===== src/rtl/fetch_unit.sv =====
// fetch_unit: instruction fetch sequencer feeding the decoder with req/ack memory port
module fetch_unit #(
  parameter int ADDR_W = 32,
  parameter logic [ADDR_W-1:0] RESET_PC = '0,
  parameter int TIMEOUT = 255
) (
  input  logic              i_clk,
  input  logic              i_rst_n,
  input  logic              i_run,
  output logic              o_mem_req,
  output logic [ADDR_W-1:0] o_mem_addr,
  input  logic              i_mem_ack,
  input  logic [31:0]       i_mem_data,
  input  logic              i_mem_err,
  output logic [31:0]       o_insn,
  output logic              o_decode,
  input  logic              i_dec_valid,
  input  logic              i_dec_halt,
  output logic [ADDR_W-1:0] o_pc,
  output logic              o_halted,
  output logic              o_fault,
  output logic [1:0]        o_fault_cause,
  output logic [31:0]       o_retired
);
  typedef enum logic [2:0] {IDLE, FETCH, ISSUE, CHECK, HALTED, FAULT} state_t;
  localparam int CW = $clog2(TIMEOUT + 1);
  localparam logic [ADDR_W-1:0] PC0 = RESET_PC & ~ADDR_W'(3);
  state_t state, state_n;
  logic [CW-1:0] cnt;
  logic [ADDR_W-1:0] pc, pc_n;
  logic [31:0] insn_n, retired_n;
  logic [1:0] cause_n;
  logic timeout;
  assign timeout = cnt == CW'(TIMEOUT - 1);
  assign o_mem_addr = pc;
  assign o_pc = pc;
  always_comb begin
    state_n = state;
    pc_n = pc;
    insn_n = o_insn;
    retired_n = o_retired;
    cause_n = o_fault_cause;
    case (state)
      IDLE: state_n = i_run ? FETCH : IDLE;
      FETCH: begin
        if (i_mem_err) begin
          state_n = FAULT;
          cause_n = 2'b01;
        end else if (i_mem_ack) begin
          insn_n = i_mem_data;
          state_n = ISSUE;
        end else if (timeout) begin
          state_n = FAULT;
          cause_n = 2'b10;
        end
      end
      ISSUE: state_n = CHECK;
      CHECK: begin
        if (i_dec_halt) begin
          retired_n = o_retired + 32'd1;
          state_n = HALTED;
        end else if (i_dec_valid) begin
          retired_n = o_retired + 32'd1;
          pc_n = pc + ADDR_W'(4);
          state_n = i_run ? FETCH : IDLE;
        end else begin
          state_n = FAULT;
          cause_n = 2'b11;
        end
      end
      default: state_n = state;
    endcase
  end
  always_ff @(posedge i_clk) begin
    if (!i_rst_n) begin
      state <= IDLE;
      pc <= PC0;
      cnt <= '0;
      o_mem_req <= 1'b0;
      o_insn <= '0;
      o_decode <= 1'b0;
      o_halted <= 1'b0;
      o_fault <= 1'b0;
      o_fault_cause <= 2'b00;
      o_retired <= '0;
    end else begin
      state <= state_n;
      pc <= pc_n;
      cnt <= (state == FETCH && state_n == FETCH) ? cnt + 1'b1 : '0;
      o_mem_req <= state_n == FETCH;
      o_insn <= insn_n;
      o_decode <= state_n == ISSUE;
      o_halted <= o_halted | (state_n == HALTED);
      o_fault <= o_fault | (state_n == FAULT);
      o_fault_cause <= cause_n;
      o_retired <= retired_n;
    end
  end
endmodule

===== config.mk =====
export PLATFORM = sky130hd
export DESIGN_NAME = fetch_unit
export DESIGN_NICKNAME = d
export VERILOG_FILES = /design/src/rtl/fetch_unit.sv
export SDC_FILE = /design/constraint.sdc
export NUM_CORES = 1
export LEC_CHECK = 0
export ABC_AREA = 1
export BUFFER_PORTS_ARGS = -buffer_cell sky130_fd_sc_hd__buf_4
export CAP_MARGIN = 20
export CORE_MARGIN = 3
export CORE_UTILIZATION = 46
export DETAILED_ROUTE_END_ITERATION = 8
export GPL_TIMING_DRIVEN = 0
export PLACE_DENSITY = 0.82
export SLEW_MARGIN = 40
export SYNTH_ARGS = -nofsm -noshare
export SYNTH_HDL_FRONTEND = slang
export SYNTH_SLANG_ARGS = --single-unit

===== constraint.sdc =====
create_clock -name i_clk -period 1.4 [get_ports i_clk]
set_input_delay 0.21 -clock i_clk [delete_from_list [all_inputs] [get_ports i_clk]]
set_output_delay 0.21 -clock i_clk [all_outputs]
set_load 0.01 [all_outputs]

======== Word-level counts from Yosys, hierarchy flattened ========
Cells that the tools add are included.
word-level totals
  input bits .............................. 39
  bits in writable memories ............... 0
  bits in registers ....................... 113
  bits in latches ......................... 0
  memories kept ........................... 0
  output and inout bits ................... 134
  ROM bits ................................ 0
cells by class
  equality and inequality tests ........... 12
  bitwise logic cells ..................... 4
  reductions and logical operators ........ 9
  shifts and indexed selects .............. 0
  muxes and demuxes ....................... 15
  $lt $le $gt $ge ......................... 0
  div/mod/pow operators ................... 0
  multiply operators ...................... 0
  $add $sub $neg .......................... 3
operators by type and width
  cell                     count
  $mux W32                 2
  $add A32 B1 Y32 const B  1
  $add A32 B3 Y32 const B  1
  $mux W3                  5
  $pmux W3 S4              1
  $mux W2                  5
  $eq A3 B2 Y1 const B     3
  $add A8 B1 Y8 const B    1
  $eq A8 B8 Y1 const B     1
  $eq A3 B1 Y1 const B     2
  $eq A3 B3 Y1 const B     2
  $ne A3 B3 Y1 const B     2
  $reduce_and A3 Y1        2
  $reduce_and A5 Y1        1
  $ne A2 B2 Y1 const B     2
  $pmux W2 S2              1
  $reduce_and A2 Y1        2
  $reduce_bool A2 Y1       2
  $logic_not A3 Y1         1
  $not A1 Y1               2
  $or A1 B1 Y1             2
  $logic_and A1 B1 Y1      1
  $mux W1                  1

======== Logic depth before layout (Yosys ltp) ========
Gate-level depths: netlist of the first run.
  depth in word-level cells ............... 8
  mapped depth ............................ 11
  mapped depth without buffers ............ 11

======== Worst setup path after synthesis of the first run ========
Ideal clock, no wire load.
  path kind ............................... register -> register
  from .................................... register pc[2], in the netlist o_mem_addr[2]
  to ...................................... register pc[30], in the netlist o_mem_addr[30]
  buffers on the path ..................... 1
  cell stages (with the launch flop) ...... 10
  clock period less this slack ............ 1.631 ns
  library setup time ...................... 0.110 ns
  arrival ................................. 1.521 ns
  path slack .............................. -0.231 ns
  cell sequence ........................... dfxtp_1 -> ha_1 -> nand3_1 -> nor2_1 -> nand3_4 -> nor2_4 -> buf_6 -> nand4_1 -> nand2_1 -> nor2_1
on the way
  cells in the longest elaborated chain, start to end .. 1
RTL lines
  element                 line  RTL
  start, declared         30    logic [ADDR_W-1:0] pc, pc_n;
  start signal, assigned  88    pc <= pc_n;
  $add A32 B3 Y32         64    pc_n = pc + ADDR_W'(4);
No other way between the ends.
A chain may end at the register's enable or synchronous reset.

======== Worst setup path after layout of the first run ========
  from .................................... register pc[3], in the netlist o_mem_addr[3]
  to ...................................... register pc[17], in the netlist o_mem_addr[17]
Same word-level chain as after synthesis.

==> results.py, run 1 <==
metrics = {
    "status": {
        "status": "finished, violations left",
        "violations": "setup timing",
    },
    "critical_path": {
        "critPathCaptureType": "register",
        "ff2ff_setup_slack_ns": -0.15,
        "critPathRequiredTime_ns": 1.64,
        "arrival_ns": 1.80,
        "path_class": "register to register",
        "critPathMaxFanout": 4,
        "start_kind": "register",
    },
    "yosys": {
        "ys.flop_type": "dfxtp_1",
        "yosysWarningCount": 0,
        "synth_edf_count": 0,
        "postSynthAreaPerCell_sq_um": 6.82,
        "yosysSeqAreaShare_pct": 41.1,
        "synthesis.area_sq_um": 5410,
        "yosysTopAreaCellShare_pct": 41.1,
        "synth-async-reset-ratio_pct": 0,
        "ys_ff_latch": 111,
        "netlist_instances": 793,
        "synth_area_leaders": "dfxtp_1 41%, nor2_1 11%, nand2_1 10%",
        "synth_top_area_cell": "dfxtp_1",
        "ys_types": 32,
    },
    "sta": {
        "fin_setup_tns_ns": -2.81,
        "relSlewSlack_pct": 59.5,
        "setup_viol": 42,
        "hold_viol_final": 0,
        "hold_ws_ns": 0.0948,
        "skew_ns": 0.00947,
        "slew_violations": 0,
        "period_share_pct": 111,
        "tightest_slew_ns": 0.608,
        "fin_crit_ns": 1.55,
        "rsz0062_at_grt": "true",
        "worst_slack_ns": -0.155,
        "max_freq_ghz": 0.643,
    },
    "floorplanning": {
        "die_y_um": 114,
        "core_sq_um": 11200,
        "pin_count": 173,
        "num_rows": 38,
        "dieArea_sq_um": 13100,
        "die_x_um": 114,
        "start_util_pct": 48.4,
    },
    "clock_tree": {
        "numCtsBuffers": 9,
        "cts.path.max_buffers": 2,
        "path_clk_slew_ns": 0.07,
        "htreeDepth": 3,
        "cts_root_buf": "clkbuf_16",
        "insertion_delay_ns": 0.36,
        "postCtsHoldBufs": 0,
        "clock_sinks": 111,
        "cts_tree": "yes",
    },
    "routing": {
        "dr.pass1.iters": 5,
        "drt_iter0_drc": 463,
        "via_count": 5933,
        "antenna_left": 0,
        "post_drt_wl_per_cell_um": 14.2,
        "drt-total-wl_um": 16500,
        "drt-vias-per-instance": 5.12,
        "drc": 0,
    },
    "pwr": {
        "power.internal_uw": 4930,
        "irDropWorstVdd_mv": 1.24,
        "power_density_nw_per_um2": 816,
        "comb_power_share_pct": 11.2,
        "power.share.switching_pct": 24.5,
        "seqPwrFrac_pct": 50.3,
        "power_uw": 6530,
        "p_switching_uw": 1600,
        "p_clk_share_pct": 38.4,
        "leakagePower_uw": 0.00358,
    },
    "global_route": {
        "grt.total_usage_pct": 23.2,
        "grt_pass1_vias": 5146,
        "grt-ovfl-total": 0,
        "grt_max_degree": 18,
        "grt_pass1_wl_um": 24500,
        "antenna_found_initial": 0,
    },
    "placed_design": {
        "io_buffers": 168,
        "place_congestion": 0.860,
        "dp_hpwl_um": 10500,
        "dpl_cell_area_sq_um": 6900,
    },
    "min_path": {
        "hold_path_class": "primary input to register",
    },
    "cells_and_area": {
        "drive_gt1_share_pct": 40.1,
        "diodes": 0,
        "syn_to_final_growth_pct": 47.9,
        "nets": 1057,
        "fillCellCount": 887,
        "stdcell_area_sq_um": 8000,
        "final_util_pct": 71.6,
    },
    "job": {
        "max_cap_viol_count": 0,
    },
}
==> metrics by stage <==
step           instances  setup slack [ns]
2_1_floorplan        796           -0.0322
3_3_place_gp        1104            -0.284
3_5_place_dp        1104            -0.291
4_1_cts             1139           -0.0784
5_1_grt             1159            -0.239
6_report            1159            -0.155
==> synth_stat cells (3+ instances only) <==
cell type	number
buf_2	4
nand4_1	18
o21a_1	5
xor2_1	3
a21oi_1	32
inv_1	97
nand3_2	3
xnor2_1	4
clkbuf_1	10
nand3_1	56
nor2_4	6
o21ai_0	51
nand2_1	146
nor3_1	18
dfxtp_1	111
buf_4	35
ha_1	4
nor2_1	165
nor2_2	5
==> cell type report <==
cell class	instances	area [sq um]	share of cell area, %
plain buffers	53	367	4.58
multi-input cells	534	2940	36.8
clock inverters	2	15.0	0.188
well taps	140	175	2.19
clock buffers	14	274	3.42
inverters	98	368	4.60
flip-flops and latches	111	2280	28.5
repair buffers	207	1580	19.7
==> worst max-delay path: stages (launching register included) <==
cell	delay (ns)
dfxtp_4	0.37
buf_4	0.12
nand3_4	0.08
nor2_2	0.15
buf_4	0.14
nand3_2	0.10
nor3_2	0.28
nand2_1	0.08
nand2_1	0.07
nor2_1	0.05
==> per-layer routing <==
layer	vias to the layer above	wire (um)	GRT usage, %
li1	2918	-	-
met1	2728	6580	28.8
met2	233	8270	38.8
met3	54	1100	5.34
met4	0	543	9.18
met5	-	0	0
==> state kept, by name, indices dropped and copies added, names as in the netlist <==
signal         flops
o_halted           1
o_fault_cause      2
cnt                8
o_retired         32
o_fault            1
o_mem_addr        30
o_insn            32
o_mem_req          1
state              3
o_decode           1
==> repair_timing <==
action / 4_1_cts / 5_1_grt
gates cloned: 1 / 1
endpoints found under the setup margin: 84 / 95
resized for setup: 69 / 122
setup buffers: 18 / 20
pin swaps: 17 / 40
endpoints found under the hold margin: 0 / 0
==> final timing paths <==
check                 start        endpoint  cells past startpoint
max           o_mem_addr[3]  o_mem_addr[17]                      9
min          i_mem_data[28]      o_insn[28]                      3
max reg2reg   o_mem_addr[3]  o_mem_addr[17]                      9
min reg2reg    o_retired[7]    o_retired[7]                      1
==> logic make-up after synthesis <==
kind of cell	after synthesis	share of synthesized area (%)
DFF	111	41.1
adders and majority gates	4	0.925
AOI/OAI and AO/OA	94	9.25
other	1	0.0693
and+or+nand+nor	425	34.3
xor gates and xnor gates	7	1.13
buffers and inverters	151	13.3
==> power by group through the flow <==
stage	clock, uW	sequential, uW	combinational [uW]
6_report	2510	3290	732
5_1_grt	2680	3300	807
4_1_cts	2550	3290	679
3_5_place_dp	0	3370	621
3_3_place_gp	0	3370	613
2_1_floorplan	0	3400	294
==> cells in the final DEF (no fill, tap or decap), drive strengths merged <==
| master | n |
|---|---|
| buf | 253 |
| nor2 | 176 |
| nand2 | 146 |
| dfxtp | 111 |
| inv | 97 |
| nand3 | 61 |
| o21ai | 51 |
| a21oi | 34 |
| clkbuf | 21 |
| nand4 | 18 |
| nor3 | 18 |
| o21a | 5 |
| xnor2 | 4 |
| conb | 4 |
| ha | 4 |
| xor2 | 3 |
| a211oi | 2 |
| clkinvlp | 2 |
| and2 | 2 |
| nor3b | 2 |
| clkinv | 1 |
| o31ai | 1 |
| nand3b | 1 |
| o21bai | 1 |
| or2 | 1 |
(Power assumes the default switching activity.)
==> run 2: changes to the inputs <==
--- a/config.mk
+++ b/config.mk
@@ -10,7 +10,9 @@
 export CAP_MARGIN = 20
 export CORE_MARGIN = 3
 export CORE_UTILIZATION = 46
+export CTS_BUF_LIST = sky130_fd_sc_hd__clkbuf_4 sky130_fd_sc_hd__clkbuf_8 sky130_fd_sc_hd__clkbuf_16
 export DETAILED_ROUTE_END_ITERATION = 8
+export GPL_ROUTABILITY_DRIVEN = 0
 export GPL_TIMING_DRIVEN = 0
 export PLACE_DENSITY = 0.82
 export SLEW_MARGIN = 40
==> results.py, run 2 (synthesized netlist as in run 1, its figures left out) <==
metrics = {
    "sta": {
        "fin_crit_ns": 1.57,
        "setup_viol": 48,
        "rsz0062_at_grt": "true",
        "skew_ns": 0.00984,
        "hold_ws_ns": 0.0900,
        "max_freq_ghz": 0.636,
        "tightest_slew_ns": 0.617,
        "worst_slack_ns": -0.172,
        "slew_violations": 0,
        "relSlewSlack_pct": 58.9,
        "period_share_pct": 112,
        "hold_viol_final": 0,
    },
    "clock_tree": {
        "postCtsHoldBufs": 0,
        "cts.path.max_buffers": 2,
        "cts_tree": "yes",
        "insertion_delay_ns": 0.36,
        "clock_sinks": 111,
        "htreeDepth": 3,
        "path_clk_slew_ns": 0.07,
        "numCtsBuffers": 9,
        "cts_root_buf": "clkbuf_16",
    },
    "critical_path": {
        "path_class": "register to register",
        "critPathRequiredTime_ns": 1.62,
        "critPathMaxFanout": 7,
        "start_kind": "register",
        "arrival_ns": 1.79,
        "critPathCaptureType": "register",
    },
    "routing": {
        "drt-vias-per-instance": 5.10,
        "antenna_left": 0,
        "dr.pass1.iters": 5,
        "drt_iter0_drc": 519,
        "via_count": 5920,
        "post_drt_wl_per_cell_um": 14.3,
        "drc": 0,
        "drt-total-wl_um": 16600,
    },
    "cells_and_area": {
        "syn_to_final_growth_pct": 49.3,
        "stdcell_area_sq_um": 8080,
        "nets": 1059,
        "stdcell_count": 1161,
        "final_cell_mix": "235 x buf_4, 136 x nor2_1, 126 x nand2_1",
        "diodes": 0,
        "fillCellCount": 882,
        "drive_gt1_share_pct": 40.6,
        "layout_commonest_cell": "buf_4",
    },
    "min_path": {
        "hold_path_class": "primary input to register",
    },
    "global_route": {
        "grt.total_usage_pct": 23.2,
        "grt-ovfl-total": 0,
        "grt_max_degree": 18,
        "grt_pass1_wl_um": 24500,
        "grt_pass1_vias": 5141,
        "antenna_found_initial": 0,
    },
    "pwr": {
        "p_clk_share_pct": 38.6,
        "irDropWorstVdd_mv": 1.35,
        "power_density_nw_per_um2": 819,
        "seqPwrFrac_pct": 49.7,
        "power.share.switching_pct": 24.5,
        "power.internal_uw": 4990,
        "power_uw": 6620,
        "p_switching_uw": 1620,
        "comb_power_share_pct": 11.7,
        "leakagePower_uw": 0.00360,
    },
    "floorplanning": {
        "start_util_pct": 48.4,
        "dieArea_sq_um": 13100,
        "core_sq_um": 11200,
        "die_y_um": 114,
        "pin_count": 173,
        "die_x_um": 114,
        "num_rows": 38,
    },
    "placed_design": {
        "place_inst": 1104,
        "dp_hpwl_um": 10500,
        "io_buffers": 168,
        "dpl_cell_area_sq_um": 6900,
    },
    "status": {
        "violations": "setup timing",
        "status": "finished, violations left",
    },
    "job": {
        "max_cap_viol_count": 0,
    },
}
## run 2: changes by cell type in the layout (fill, tap and decap cells not counted), sizes merged
cell,previous run,this run
buf,253,255
## run 2: final timing paths
path,start,end,slack [ns],cells past startpoint
setup reg to reg,o_retired[0],o_retired[28],-0.17,8
setup / recovery,o_retired[0],o_retired[28],-0.17,8
hold / removal,i_mem_data[31],o_insn[31],0.09,3
hold reg to reg,o_retired[7],o_retired[7],0.46,1
## run 2: worst max-delay path, cell delays in order (launching register included)
cell and delay, ns:
dfxtp_4 0.38, ha_4 0.16, nand3_4 0.08, nor2_4 0.18, nand3_2 0.14, nor2_4 0.24, nand4_1 0.14, nand2_1 0.08
nor2_1 0.04
## run 2: per-layer routing
| metal | vias to the layer above | GRT usage [%] | part of all wire (%) |
|---|---|---|---|
| met5 | - | 0 | 0 |
| met4 | 0 | 9.18 | 3.3 |
| met3 | 52 | 5.34 | 5.5 |
| met2 | 210 | 39.0 | 50 |
| met1 | 2733 | 28.8 | 41 |
| li1 | 2925 | - | - |
## run 2: area by class of cell
type	instances	area [sq um]	area share, %
multi-input combinational	534	2960	36.6
sequential	111	2280	28.2
timing repair buffer	209	1590	19.7
buffer	53	400	4.96
inverter	98	373	4.62
clock buffer	14	282	3.48
tap	140	175	2.17
clock inverter	2	15.0	0.186
## run 2: power groups by stage
stage	Clock, uW	Sequential [uW]	Combinational [uW]
4_1_cts	2590	3290	684
3_5_place_dp	0	3370	621
2_1_floorplan	0	3400	294
6_report	2550	3290	773
3_3_place_gp	0	3370	613
5_1_grt	2730	3300	844
## run 2: timing repair
item / in CTS / in global routing
hold endpoints to repair: 0 / 0
pin swaps: 19 / 45
setup endpoints to repair: 84 / 95
gates resized for setup: 72 / 148
cloned: 1 / 1
setup buffers: 18 / 23
## run 2: per-stage QoR
step / setup slack [ns] / utilization (%) / TNS, ns
6_report: -0.172 / 72.3 / -3.25
4_1_cts: -0.0784 / 67.7 / -0.793
3_3_place_gp: -0.284 / 61.8 / -11.75
2_1_floorplan: -0.0322 / - / -0.146
5_1_grt: -0.245 / 72.3 / -9.15
3_5_place_dp: -0.291 / 61.8 / -13.13
==> run 3: changes to the inputs <==
==> constraint.sdc (replaced) <==
create_clock -name i_clk -period 1.4 [get_ports i_clk]
set_input_delay 0.28 -clock i_clk [delete_from_list [all_inputs] [get_ports i_clk]]
set_output_delay 0.28 -clock i_clk [all_outputs]
set_load 0.01 [all_outputs]
==> results.py, run 3 (synthesized netlist as in run 1, its figures left out) <==
metrics = {
    "status": {
        "status": "finished, violations left",
        "violations": "setup timing",
    },
    "global_route": {
        "grt_pass1_vias": 5141,
        "antenna_found_initial": 0,
        "grt.total_usage_pct": 23.2,
        "grt-ovfl-total": 0,
        "grt_max_degree": 18,
        "grt_pass1_wl_um": 24500,
    },
    "critical_path": {
        "critPathTopFamily": "simple AND/OR/NAND/NOR gates",
        "start_kind": "register",
        "path_cells": "ha_4 -> nand3_4 -> nor2_4 -> nand3_2 -> nor2_4 -> nand4_1 -> nand2_1 -> nor2_1",
        "path_class": "register to register",
        "crit_top_cell": "nor2_4",
        "critPathMaxFanout": 7,
        "slowest_stage": "dfxtp_4",
        "slowest_delay_ns": 0.38,
        "critPathRequiredTime_ns": 1.62,
        "arrival_ns": 1.79,
        "ff2ff_setup_slack_ns": -0.17,
        "crit_buf_inv": 0,
        "critPathCaptureType": "register",
    },
    "pwr": {
        "power_density_nw_per_um2": 818,
        "irDropWorstVdd_mv": 1.36,
        "leakagePower_uw": 0.00361,
    },
    "sta": {
        "hold_viol_final": 0,
        "setup_viol": 47,
        "fin_setup_tns_ns": -3.24,
        "max_freq_ghz": 0.638,
        "skew_ns": 0.0101,
        "rsz0062_at_grt": "true",
        "fin_crit_ns": 1.57,
        "slew_violations": 0,
        "period_share_pct": 112,
        "tightest_slew_ns": 0.634,
        "worst_slack_ns": -0.168,
        "relSlewSlack_pct": 57.7,
    },
    "placed_design": {
        "dp_hpwl_um": 10500,
        "io_buffers": 168,
        "place_ws_ns": -0.361,
        "dpl_cell_area_sq_um": 6900,
    },
    "routing": {
        "antenna_left": 0,
        "drt-vias-per-instance": 5.14,
        "via_count": 5967,
        "post_drt_wl_per_cell_um": 14.3,
        "drt-total-wl_um": 16600,
        "drc": 0,
        "dr.pass1.iters": 4,
        "drt_iter0_drc": 506,
    },
    "floorplanning": {
        "die_y_um": 114,
        "start_util_pct": 48.4,
        "pin_count": 173,
        "num_rows": 38,
        "core_sq_um": 11200,
        "die_x_um": 114,
        "dieArea_sq_um": 13100,
    },
    "clock_tree": {
        "insertion_delay_ns": 0.36,
        "cts.path.max_buffers": 2,
        "clock_sinks": 111,
        "htreeDepth": 3,
        "postCtsHoldBufs": 0,
        "numCtsBuffers": 9,
        "cts_root_buf": "clkbuf_16",
        "cts_tree": "yes",
        "path_clk_slew_ns": 0.07,
    },
    "min_path": {
        "hold_path_class": "primary input to register",
    },
    "cells_and_area": {
        "final_cell_mix": "233 x buf_4, 136 x nor2_1, 126 x nand2_1",
        "fillCellCount": 882,
        "syn_to_final_growth_pct": 49.5,
        "nets": 1059,
        "drive_gt1_share_pct": 40.7,
        "stdcell_area_sq_um": 8090,
        "layout_commonest_cell": "buf_4",
        "diodes": 0,
    },
    "job": {
        "max_cap_viol_count": 0,
    },
}
[run 3: cell count changes in the layout (fill, tap and decap cells not counted)]
cell     previous run  this run
dfxtp_1            79        78
buf_6              15        17
dfxtp_2            24        25
buf_4             235       233
[run 3: path summary, 6_finish.rpt]
check,from,to,cells after the start
max,o_retired[0],o_retired[28],8
min,i_mem_data[31],o_insn[31],3
max reg2reg,o_retired[0],o_retired[28],8
min reg2reg,o_retired[7],o_retired[7],1
[run 3: cell type report]
type	count	area [sq um]	area share, %
Clock buffer	14	282	3.48
Tap cell	140	175	2.17
Timing Repair Buffer	209	1600	19.8
Sequential cell	111	2280	28.2
Inverter	98	373	4.61
Multi-Input combinational cell	534	2960	36.6
Clock inverter	2	15.0	0.186
Buffer	53	400	4.95
[run 3: what timing repair did]
item / in CTS / in global routing
pin swaps: 19 / 45
setup endpoints to repair: 84 / 98
cloned: 1 / 1
resized for setup: 72 / 151
buffers inserted: 18 / 23
[run 3: worst register-to-register path: cells and delay by family (launching register included)]
family | cells | cell delay [ns]
adder cells (fa/ha/maj) | 1 | 0.16
flip-flops | 1 | 0.38
AND/OR/NAND/NOR | 7 | 0.90
[run 3: layer usage]
| metal | track usage [%] | wire length [um] |
|---|---|---|
| met5 | 0 | 0 |
| met4 | 9.18 | 564 |
| met3 | 5.34 | 888 |
| met2 | 39.0 | 8390 |
| met1 | 28.8 | 6790 |
[run 3: power by group]
part | total [uW] | switching [uW] | leakage (uW) | internal, uW
Clock | 2550 | 1160 | 0.000142 | 1400
Sequential | 3290 | 53.1 | 0.000916 | 3230
Combinational | 774 | 411 | 0.00255 | 363
Total | 6620 | 1620 | 0.00361 | 4990
[run 3: stage by stage]
stage | total power, uW | util, % | hold WS (ns) | std cells
6_report | 6620 | 72.4 | 0.160 | 1161
5_1_grt | 6870 | 72.4 | 0.158 | 1161
4_1_cts | 6560 | 67.7 | 0.161 | 1139
3_5_place_dp | 3990 | 61.8 | 0.457 | 1104
3_3_place_gp | 3980 | 61.8 | 0.439 | 1104
2_1_floorplan | 3700 | - | 0.422 | 796
